==> config.mk <==
export PLATFORM = sky130hd
export DESIGN_NAME = mem_access_unit
export DESIGN_NICKNAME = d
export VERILOG_FILES = /design/src/rtl/mem_access_unit.sv
export SDC_FILE = /design/constraint.sdc
export NUM_CORES = 1
export LEC_CHECK = 0
export ABC_AREA = 1
export CAP_MARGIN = 20
export CORE_MARGIN = 2
export CORE_UTILIZATION = 38
export CTS_CLUSTER_SIZE = 14
export DETAILED_ROUTE_END_ITERATION = 10
export GPL_TIMING_DRIVEN = 0
export PLACE_DENSITY = 0.83
export SYNTH_ARGS = -nofsm -noshare
export SYNTH_HDL_FRONTEND = slang
export SYNTH_SLANG_ARGS = --single-unit
==> constraint.sdc <==
create_clock -name clk -period 3.45 [get_ports clk]
set_input_delay 0.69 -clock clk [delete_from_list [all_inputs] [get_ports clk]]
set_output_delay 0.69 -clock clk [all_outputs]
set_load 0.005 [all_outputs]
==> src/rtl/mem_access_unit.sv <==
`default_nettype none
// ============================================================================
// Module      : mem_access_unit
// Description : MEM-stage data memory access unit. Decodes the memory op held
//               in EX/MEM, runs a registered request/acknowledge transaction
//               to data memory, formats load data (alignment + extension) and
//               stalls the pipeline while the transaction is outstanding.
//               Non-memory ops pass combinationally to MEM/WB.
// Ports       : clk, rst (async, active-high)
//               EX/MEM in : memALUop, memAddr, memReg, memWriteNum,
//                           memWriteReg, memWriteData, stallIn
//               MEM/WB out: wbWriteNum, wbWriteReg, wbWriteData
//               Stall out : stallReq
//               Memory bus: dmReq, dmWe, dmAddr, dmBe, dmWdata (registered),
//                           dmRdata, dmAck (in), memErr (timeout pulse)
// Options     : `define MEM_TIMEOUT_EN to abort a request after TIMEOUT
//               cycles without dmAck (memErr pulses on abort).
// Revision    : 1.0 - initial release
// ============================================================================
module mem_access_unit #(
    parameter int TIMEOUT = 16
) (
    input  logic        clk,
    input  logic        rst,
    input  logic [4:0]  memALUop,
    input  logic [31:0] memAddr,
    input  logic [31:0] memReg,
    input  logic [4:0]  memWriteNum,
    input  logic        memWriteReg,
    input  logic [31:0] memWriteData,
    input  logic        stallIn,
    output logic [4:0]  wbWriteNum,
    output logic        wbWriteReg,
    output logic [31:0] wbWriteData,
    output logic        stallReq,
    output logic        dmReq,
    output logic        dmWe,
    output logic [31:0] dmAddr,
    output logic [3:0]  dmBe,
    output logic [31:0] dmWdata,
    input  logic [31:0] dmRdata,
    input  logic        dmAck,
    output logic        memErr
);

    localparam logic [4:0] c_LB  = 5'h10;
    localparam logic [4:0] c_LH  = 5'h11;
    localparam logic [4:0] c_LBU = 5'h13;
    localparam logic [4:0] c_LHU = 5'h14;
    localparam logic [4:0] c_SB  = 5'h15;
    localparam logic [4:0] c_SH  = 5'h16;
    localparam logic [4:0] c_SW  = 5'h17;

    typedef enum logic [1:0] {
        S_IDLE = 2'd0,
        S_REQ  = 2'd1,
        S_DONE = 2'd2
    } state_t;

    if (TIMEOUT < 1) begin : g_bad_timeout
        $error("mem_access_unit: TIMEOUT must be at least 1");
    end

    state_t      r_state;
    state_t      w_next;
    logic        r_dmReq;
    logic        r_dmWe;
    logic [31:0] r_dmAddr;
    logic [3:0]  r_dmBe;
    logic [31:0] r_dmWdata;
    logic [31:0] r_capData;

    // Memory ops occupy 5'h10..5'h17, i.e. the top two op bits are 2'b10.
    logic        w_isMem;
    logic        w_isStore;
    logic [3:0]  w_be;
    logic [31:0] w_wdata;
    logic [7:0]  w_ldByte;
    logic [15:0] w_ldHalf;
    logic [31:0] w_ldData;
    logic        w_expire;

    assign w_isMem   = (memALUop[4:3] == 2'b10);
    assign w_isStore = (memALUop == c_SB) || (memALUop == c_SH) || (memALUop == c_SW);

    always_comb begin
        w_be    = 4'b1111;
        w_wdata = memReg;
        case (memALUop)
            c_SB: begin
                w_be    = 4'b0001 << memAddr[1:0];
                w_wdata = {4{memReg[7:0]}};
            end
            c_SH: begin
                w_be    = memAddr[1] ? 4'b1100 : 4'b0011;
                w_wdata = {2{memReg[15:0]}};
            end
            default: ;
        endcase
    end

    // EX/MEM keeps memAddr stable across the stall, so it can still steer
    // the lane select after the data has been captured.
    always_comb begin
        case (memAddr[1:0])
            2'd0:    w_ldByte = r_capData[7:0];
            2'd1:    w_ldByte = r_capData[15:8];
            2'd2:    w_ldByte = r_capData[23:16];
            default: w_ldByte = r_capData[31:24];
        endcase
        w_ldHalf = memAddr[1] ? r_capData[31:16] : r_capData[15:0];
        case (memALUop)
            c_LB:    w_ldData = {{24{w_ldByte[7]}}, w_ldByte};
            c_LBU:   w_ldData = {24'd0, w_ldByte};
            c_LH:    w_ldData = {{16{w_ldHalf[15]}}, w_ldHalf};
            c_LHU:   w_ldData = {16'd0, w_ldHalf};
            default: w_ldData = r_capData;
        endcase
    end

`ifdef MEM_TIMEOUT_EN
    localparam int CW = $clog2(TIMEOUT + 1);
    logic [CW-1:0] r_cnt;
    logic          r_memErr;
    logic          r_timedOut;

    // Expiry only when no ack this cycle: a simultaneous ack wins.
    assign w_expire = (r_state == S_REQ) && !dmAck && (r_cnt == CW'(TIMEOUT - 1));
    assign memErr   = r_memErr;
`else
    assign w_expire = 1'b0;
    assign memErr   = 1'b0;
`endif

    always_ff @(posedge clk or posedge rst) begin
        if (rst) begin
            r_state <= S_IDLE;
        end else begin
            r_state <= w_next;
        end
    end

    always_comb begin
        w_next      = r_state;
        stallReq    = 1'b0;
        wbWriteNum  = memWriteNum;
        wbWriteReg  = memWriteReg;
        wbWriteData = memWriteData;
        case (r_state)
            S_IDLE: begin
                if (w_isMem) begin
                    stallReq   = 1'b1;
                    wbWriteReg = 1'b0;
                    w_next     = S_REQ;
                end
            end
            S_REQ: begin
                stallReq   = 1'b1;
                wbWriteReg = 1'b0;
                if (dmAck || w_expire) begin
                    w_next = S_DONE;
                end
            end
            S_DONE: begin
                if (!w_isStore) begin
                    wbWriteData = w_ldData;
                end
`ifdef MEM_TIMEOUT_EN
                if (r_timedOut) begin
                    wbWriteReg = 1'b0;
                end
`endif
                if (!stallIn) begin
                    w_next = S_IDLE;
                end
            end
            default: w_next = S_IDLE;
        endcase
    end

    always_ff @(posedge clk or posedge rst) begin
        if (rst) begin
            r_dmReq    <= 1'b0;
            r_dmWe     <= 1'b0;
            r_dmAddr   <= 32'd0;
            r_dmBe     <= 4'd0;
            r_dmWdata  <= 32'd0;
            r_capData  <= 32'd0;
`ifdef MEM_TIMEOUT_EN
            r_cnt      <= '0;
            r_memErr   <= 1'b0;
            r_timedOut <= 1'b0;
`endif
        end else begin
`ifdef MEM_TIMEOUT_EN
            r_memErr <= 1'b0;
`endif
            case (r_state)
                S_IDLE: begin
                    if (w_isMem) begin
                        r_dmReq    <= 1'b1;
                        r_dmWe     <= w_isStore;
                        r_dmAddr   <= {memAddr[31:2], 2'b00};
                        r_dmBe     <= w_be;
                        r_dmWdata  <= w_wdata;
`ifdef MEM_TIMEOUT_EN
                        r_cnt      <= '0;
                        r_timedOut <= 1'b0;
`endif
                    end
                end
                S_REQ: begin
                    if (dmAck) begin
                        r_capData <= dmRdata;
                        r_dmReq   <= 1'b0;
                        r_dmWe    <= 1'b0;
                    end
`ifdef MEM_TIMEOUT_EN
                    else if (w_expire) begin
                        r_capData  <= 32'd0;
                        r_dmReq    <= 1'b0;
                        r_dmWe     <= 1'b0;
                        r_memErr   <= 1'b1;
                        r_timedOut <= 1'b1;
                    end else begin
                        r_cnt <= r_cnt + 1'b1;
                    end
`endif
                end
                default: ;
            endcase
        end
    end

    assign dmReq   = r_dmReq;
    assign dmWe    = r_dmWe;
    assign dmAddr  = r_dmAddr;
    assign dmBe    = r_dmBe;
    assign dmWdata = r_dmWdata;

endmodule
`default_nettype wire

* Word level (Yosys, flattened, before mapping)
Cells that the tools add are included.
** Storage, ports and cells
- Register bits :: 102
- Bits of input ports :: 143
- Output and inout port bits :: 110
- Logic and storage cells :: 53
** Operators by class
- Shifts and indexed selects :: 1
- Multiplexer cells :: 21
- Equality and inequality tests :: 15
- Reduce and logical (&&, ||, !) cells :: 9
** Operators by type and width (number)
- 32-bit one-hot mux with 4 select lines :: 1
- 32-bit two-way mux :: 2
- 32-bit one-hot mux with 2 select lines :: 1
- 5-bit == test (second input constant) :: 7
- 8-bit one-hot mux with 3 select lines :: 1
- 16-bit two-way mux :: 1
- 1-bit one-hot mux with 2 select lines :: 4
- 4-bit one-hot mux with 2 select lines :: 1
- 2-bit == test (second input constant) :: 3
- 2-bit two-way mux :: 3
- 2-bit != test (second input constant) :: 3
- 2-bit one-hot mux with 3 select lines :: 1
- 3-bit AND reduction :: 2
- 1-bit two-way mux :: 5
- 2-bit by 1-bit == test with 1-bit output (second input constant) :: 2
- 2-bit logical NOT :: 2
- 4-bit two-way mux :: 1
- 2-bit AND reduction :: 2
- 1-bit by 2-bit left shift with 4-bit output (first input constant) :: 1
- 1-bit logical OR :: 2
- 2-bit nonzero test :: 1

* Logic depth before layout (Yosys ltp)
Gate-level depths: netlist of the first run.
- Word-level depth :: 5
- Mapped depth :: 10
- Gate-level depth less buffers :: 9

* Worst setup path before layout of the first run
No wires, ideal clock.
- Kind :: input to output
- From :: input port memAddr[1]
- To :: output port wbWriteData[21]
- Buffers on the path :: 2
- Required time :: 2.760 ns
- Path slack :: 1.058 ns
- Arrival time :: 1.702 ns
- Stages :: 9
- Cell sequence :: buf_2 > nor2_4 > nand2_1 > nand2_1 > nand3_4 > nand2_4 > buf_6 > nor2_1 > nor2_1
** Between the ends
- Cells in the longest elaborated chain, start to end :: 5
- Elaborated cells between the ends (all ways) :: 8
- Classes of those cells :: eq/ne: 2; mux: 5; reduce/logical: 1
** Ends and longest elaborated chain
- from (decl) :: RTL line 26 : input logic [31:0] memAddr,
- 2-bit == test, or another cell as far along :: RTL line 105 : case (memAddr[1:0])
- 8-bit one-hot mux with 3 select lines :: RTL line 105
- 32-bit one-hot mux with 4 select lines (*) :: RTL line 112 : case (memALUop)
- 32-bit two-way mux (*) :: RTL line 165 : if (!w_isStore) begin
- 32-bit two-way mux (*) :: RTL line 149 : case (r_state)
- to (decl) :: RTL line 34 : output logic [31:0] wbWriteData,
Every way passes the cells marked *; elsewhere a longest branch is shown, timed or not.

* Final worst setup path of the first run
- From :: input port memALUop[3]
- To :: output port wbWriteData[1]
** Between the ends
- Cells in the longest elaborated chain, start to end :: 5
- Elaborated cells between the ends (all ways) :: 12
- Classes of those cells :: eq/ne: 7; mux: 3; reduce/logical: 2
** Ends and longest elaborated chain
- from (decl) :: RTL line 25 : input logic [4:0] memALUop,
- branches (longest 3 deep; another with 32-bit one-hot mux with 4 select lines)
- 32-bit two-way mux (*) :: RTL line 165
- 32-bit two-way mux (*) :: RTL line 149
Mark *: on every way between the ends.

==> results.sh, run 1 <==
export IMPL_synthFlopType="dfrtp_1"
export IMPL_cts_buffer_depth=2
export IMPL_cp_required_ns=2.76
export IMPL_hold_class="reg2reg"
export IMPL_p_leak_nw=4.23
export IMPL_timing_rr_end="r_capData[7]"
export IMPL_criticalPathCategory="in2out"
export IMPL_remaining_drc_errors=0
export IMPL_synth_area_um2=5620
export IMPL_fmaxAchievable_mhz=295
export IMPL_firstDrtPassIters=5
export IMPL_synth_yosys_seq_area_share=0.454
export IMPL_synth_distinct_cells=27
export IMPL_synth_edf_count=0
export IMPL_vias=6395
export IMPL_power_mw=5.06
export IMPL_drtIter0Drc=394
export IMPL_wire_per_inst_um=16.2
export IMPL_synth_cells=819
export IMPL_boundaryPins=253
export IMPL_core_area_um2=14500
export IMPL_globalRouteTotalUtil=0.260
export IMPL_powerDensity_nw_per_um2=569
export IMPL_cp_max_fo=6
export IMPL_fin_util=0.613
export IMPL_grt_pass1_wl_um=32500
export IMPL_htreeDepth=3
export IMPL_status="finished clean"
export IMPL_grt_pass1_vias=6204
export IMPL_setup_viol=0
export IMPL_synthArstFlopShare=1.00
export IMPL_synth_area_top_cells="dfrtp_1, nand2_1, nor2_1, a21oi_1, nand3_1"
export IMPL_fin_cells=1280
export IMPL_nNetsFinal=1233
export IMPL_cts_buffers_inserted=9
export IMPL_path_clk_slew_ns=0.08
export IMPL_start_util=0.388
export IMPL_yosys_warnings=0
export IMPL_min_period_over_period=0.983
export IMPL_finalWorstSetupSlack_ns=0.0576
export IMPL_grt_busiest_layer="met2"
export IMPL_place_ws_ns=-0.266
export IMPL_clk_latency_ns=0.35
export IMPL_rrSetupSlack_ns=1.62
export IMPL_tns_ns=0
export IMPL_crit_arrival_ns=2.70
export IMPL_syn_area_per_cell_um2=6.86
export IMPL_io_buffers=244
export IMPL_vias_per_cell=5.00
export IMPL_grtUsageMet2=0.422
export IMPL_synth_top_area_frac=0.454
export IMPL_ys_ff_latch=102
export IMPL_dp_cells=1250
export IMPL_cts_tree="done"
export IMPL_endpoint="wbWriteData[1]"
export IMPL_dpl_hpwl_um=15300
export IMPL_synth_common_cells="nand2_1, nor2_1, dfrtp_1"
export IMPL_grt_ovfl_total=0
export IMPL_num_rows=44
export IMPL_antenna_found_initial=2
export IMPL_gp_congestion=0.914
export IMPL_grt_max_degree=62
export IMPL_maxCapViolations=0
export IMPL_worst_clock_skew_ns=0.00626
export IMPL_hold_viol_final=0
export IMPL_drive_gt1_frac=0.0886
export IMPL_die_w_um=126
export IMPL_synth_most_common_cell="nand2_1"
export IMPL_start_kind="input port"
export IMPL_end_kind="output pin"
export IMPL_cts_hold_buf=0
export IMPL_period_needed_ns=3.39
export IMPL_ant_nets=0
export IMPL_area_growth_pct=58.0
export IMPL_tightest_slew_ns=0.769
export IMPL_cts_num_sinks=102
export IMPL_yosys_area_top_type="dfrtp_1"
export IMPL_use_met1=0.323
export IMPL_ir_drop_uv=382
export IMPL_wirelength_um=20700
export IMPL_grtUsageMet3=0.0858
export IMPL_relSlewSlack=0.487
export IMPL_die_area_um2=15800
export IMPL_r2r_cells=7
export IMPL_cp_startpoint="memALUop[3]"
export IMPL_clockRootBuffer="clkbuf_16"
export IMPL_maxSlewViolCount=0
export IMPL_die_h_um=126
export IMPL_r2r_start="r_state[1]"
## routing by layer
metal / vias up / part of all wire
met4: 0 / 0.031
met3: 44 / 0.11
met5: - / 0
li1: 3099 / -
met1: 2915 / 0.39
met2: 337 / 0.48
## area by class of cell
cell class | instances | area (µm²)
Clock buffer | 9 | 225
Antenna cell | 1 | 2.50
Sequential cell | 102 | 2550
Inverter | 46 | 179
Multi-Input combinational cell | 626 | 2730
Tap cell | 184 | 230
Clock inverter | 7 | 66.3
Timing Repair Buffer | 258 | 2600
Fill cell | 1301 | 5600
Buffer | 47 | 297
## worst max-delay path, stage by stage
cell and delay, ns:
clkdlybuf4s50_1 0.46, inv_2 0.13, nand3_4 0.13, nor2_4 0.15, nor2_4 0.06, buf_4 0.17
buf_4 0.16, nand3_1 0.06, nor2_1 0.05, a21oi_1 0.13, clkdlybuf4s50_1 0.52
## through the flow
| stage | area (µm²) | hold WS [ns] |
|---|---|---|
| 2_1_floorplan | 5630 | 0.464 |
| 3_3_place_gp | 8300 | 0.459 |
| 3_5_place_dp | 8320 | 0.465 |
| 4_1_cts | 8760 | 0.485 |
| 5_1_grt | 8880 | 0.509 |
| 6_report | 8880 | 0.479 |
## power breakdown
group | leakage [nW] | switching [mW] | total (mW) | internal [mW]
sequential | 1.22 | 0.343 | 1.98 | 1.64
combinational | 2.87 | 0.951 | 2.05 | 1.10
clock | 0.141 | 0.511 | 1.02 | 0.507
total | 4.23 | 1.80 | 5.06 | 3.25
## timing repair
action,CTS,global route
setup buffers,9,4
cloned,0,0
resized for setup,20,34
pin swaps,5,2
endpoints found under the setup margin,33,34
## logic make-up (layout without fill, tap and decap cells)
family | count (synthesis) | after routing | share of synthesized area
AOI/OAI and AO/OA | 106 | 106 | 0.0957
other | 1 | 4 | 0.000667
buffers and inverters | 93 | 367 | 0.0755
and+or+nand+nor | 517 | 517 | 0.374
DFF | 102 | 102 | 0.454
## worst min path at each step
stage,start,endpoint,slack (ns),depth (start not counted)
4_1_cts,dmAddr[8],dmAddr[8],0.49,2
3_3_place_gp,dmReq,dmReq,0.46,2
3_5_place_dp,dmAddr[8],dmAddr[8],0.47,2
2_1_floorplan,r_capData[16],r_capData[16],0.46,2
6_report,dmReq,dmReq,0.48,2
5_1_grt,dmAddr[6],dmAddr[6],0.51,2
## sequential cells by signal (all words and copies together), names as in the netlist
signal	flops
dmBe	4
dmAddr	30
dmWdata	32
r_capData	32
r_state	2
dmWe	1
dmReq	1
## layout by cell type, fill, tap and decap left out, types with 2 or more instances in the layout
cell type and instances:
nand2_1 304, clkdlybuf4s50_1 233, nor2_1 129, dfrtp_1 102
a21oi_1 74, nand3_1 58, inv_1 38, o21ai_0 29
buf_4 26, buf_2 14, nor2_4 9, clkbuf_16 9
clkbuf_1 8, dlymetal6s2s_1 8, buf_6 5, inv_2 4
nor2_2 3, nand3_4 3, nand3_2 3, nand2_2 3
conb_1 3, dlygate4sd2_1 3, buf_12 3, buf_1 2
clkinv_1 2, clkbuf_4 2, nand2_4 2, clkinvlp_4 2
inv_6 2
Power figures use the tool's default switching activity.
==> run 2: changes to the inputs <==
Settings changed: CTS_CLUSTER_DIAMETER set to 60.
==> results of run 2 <==
Final layout, timing and power as in run 1 (identical DEF).
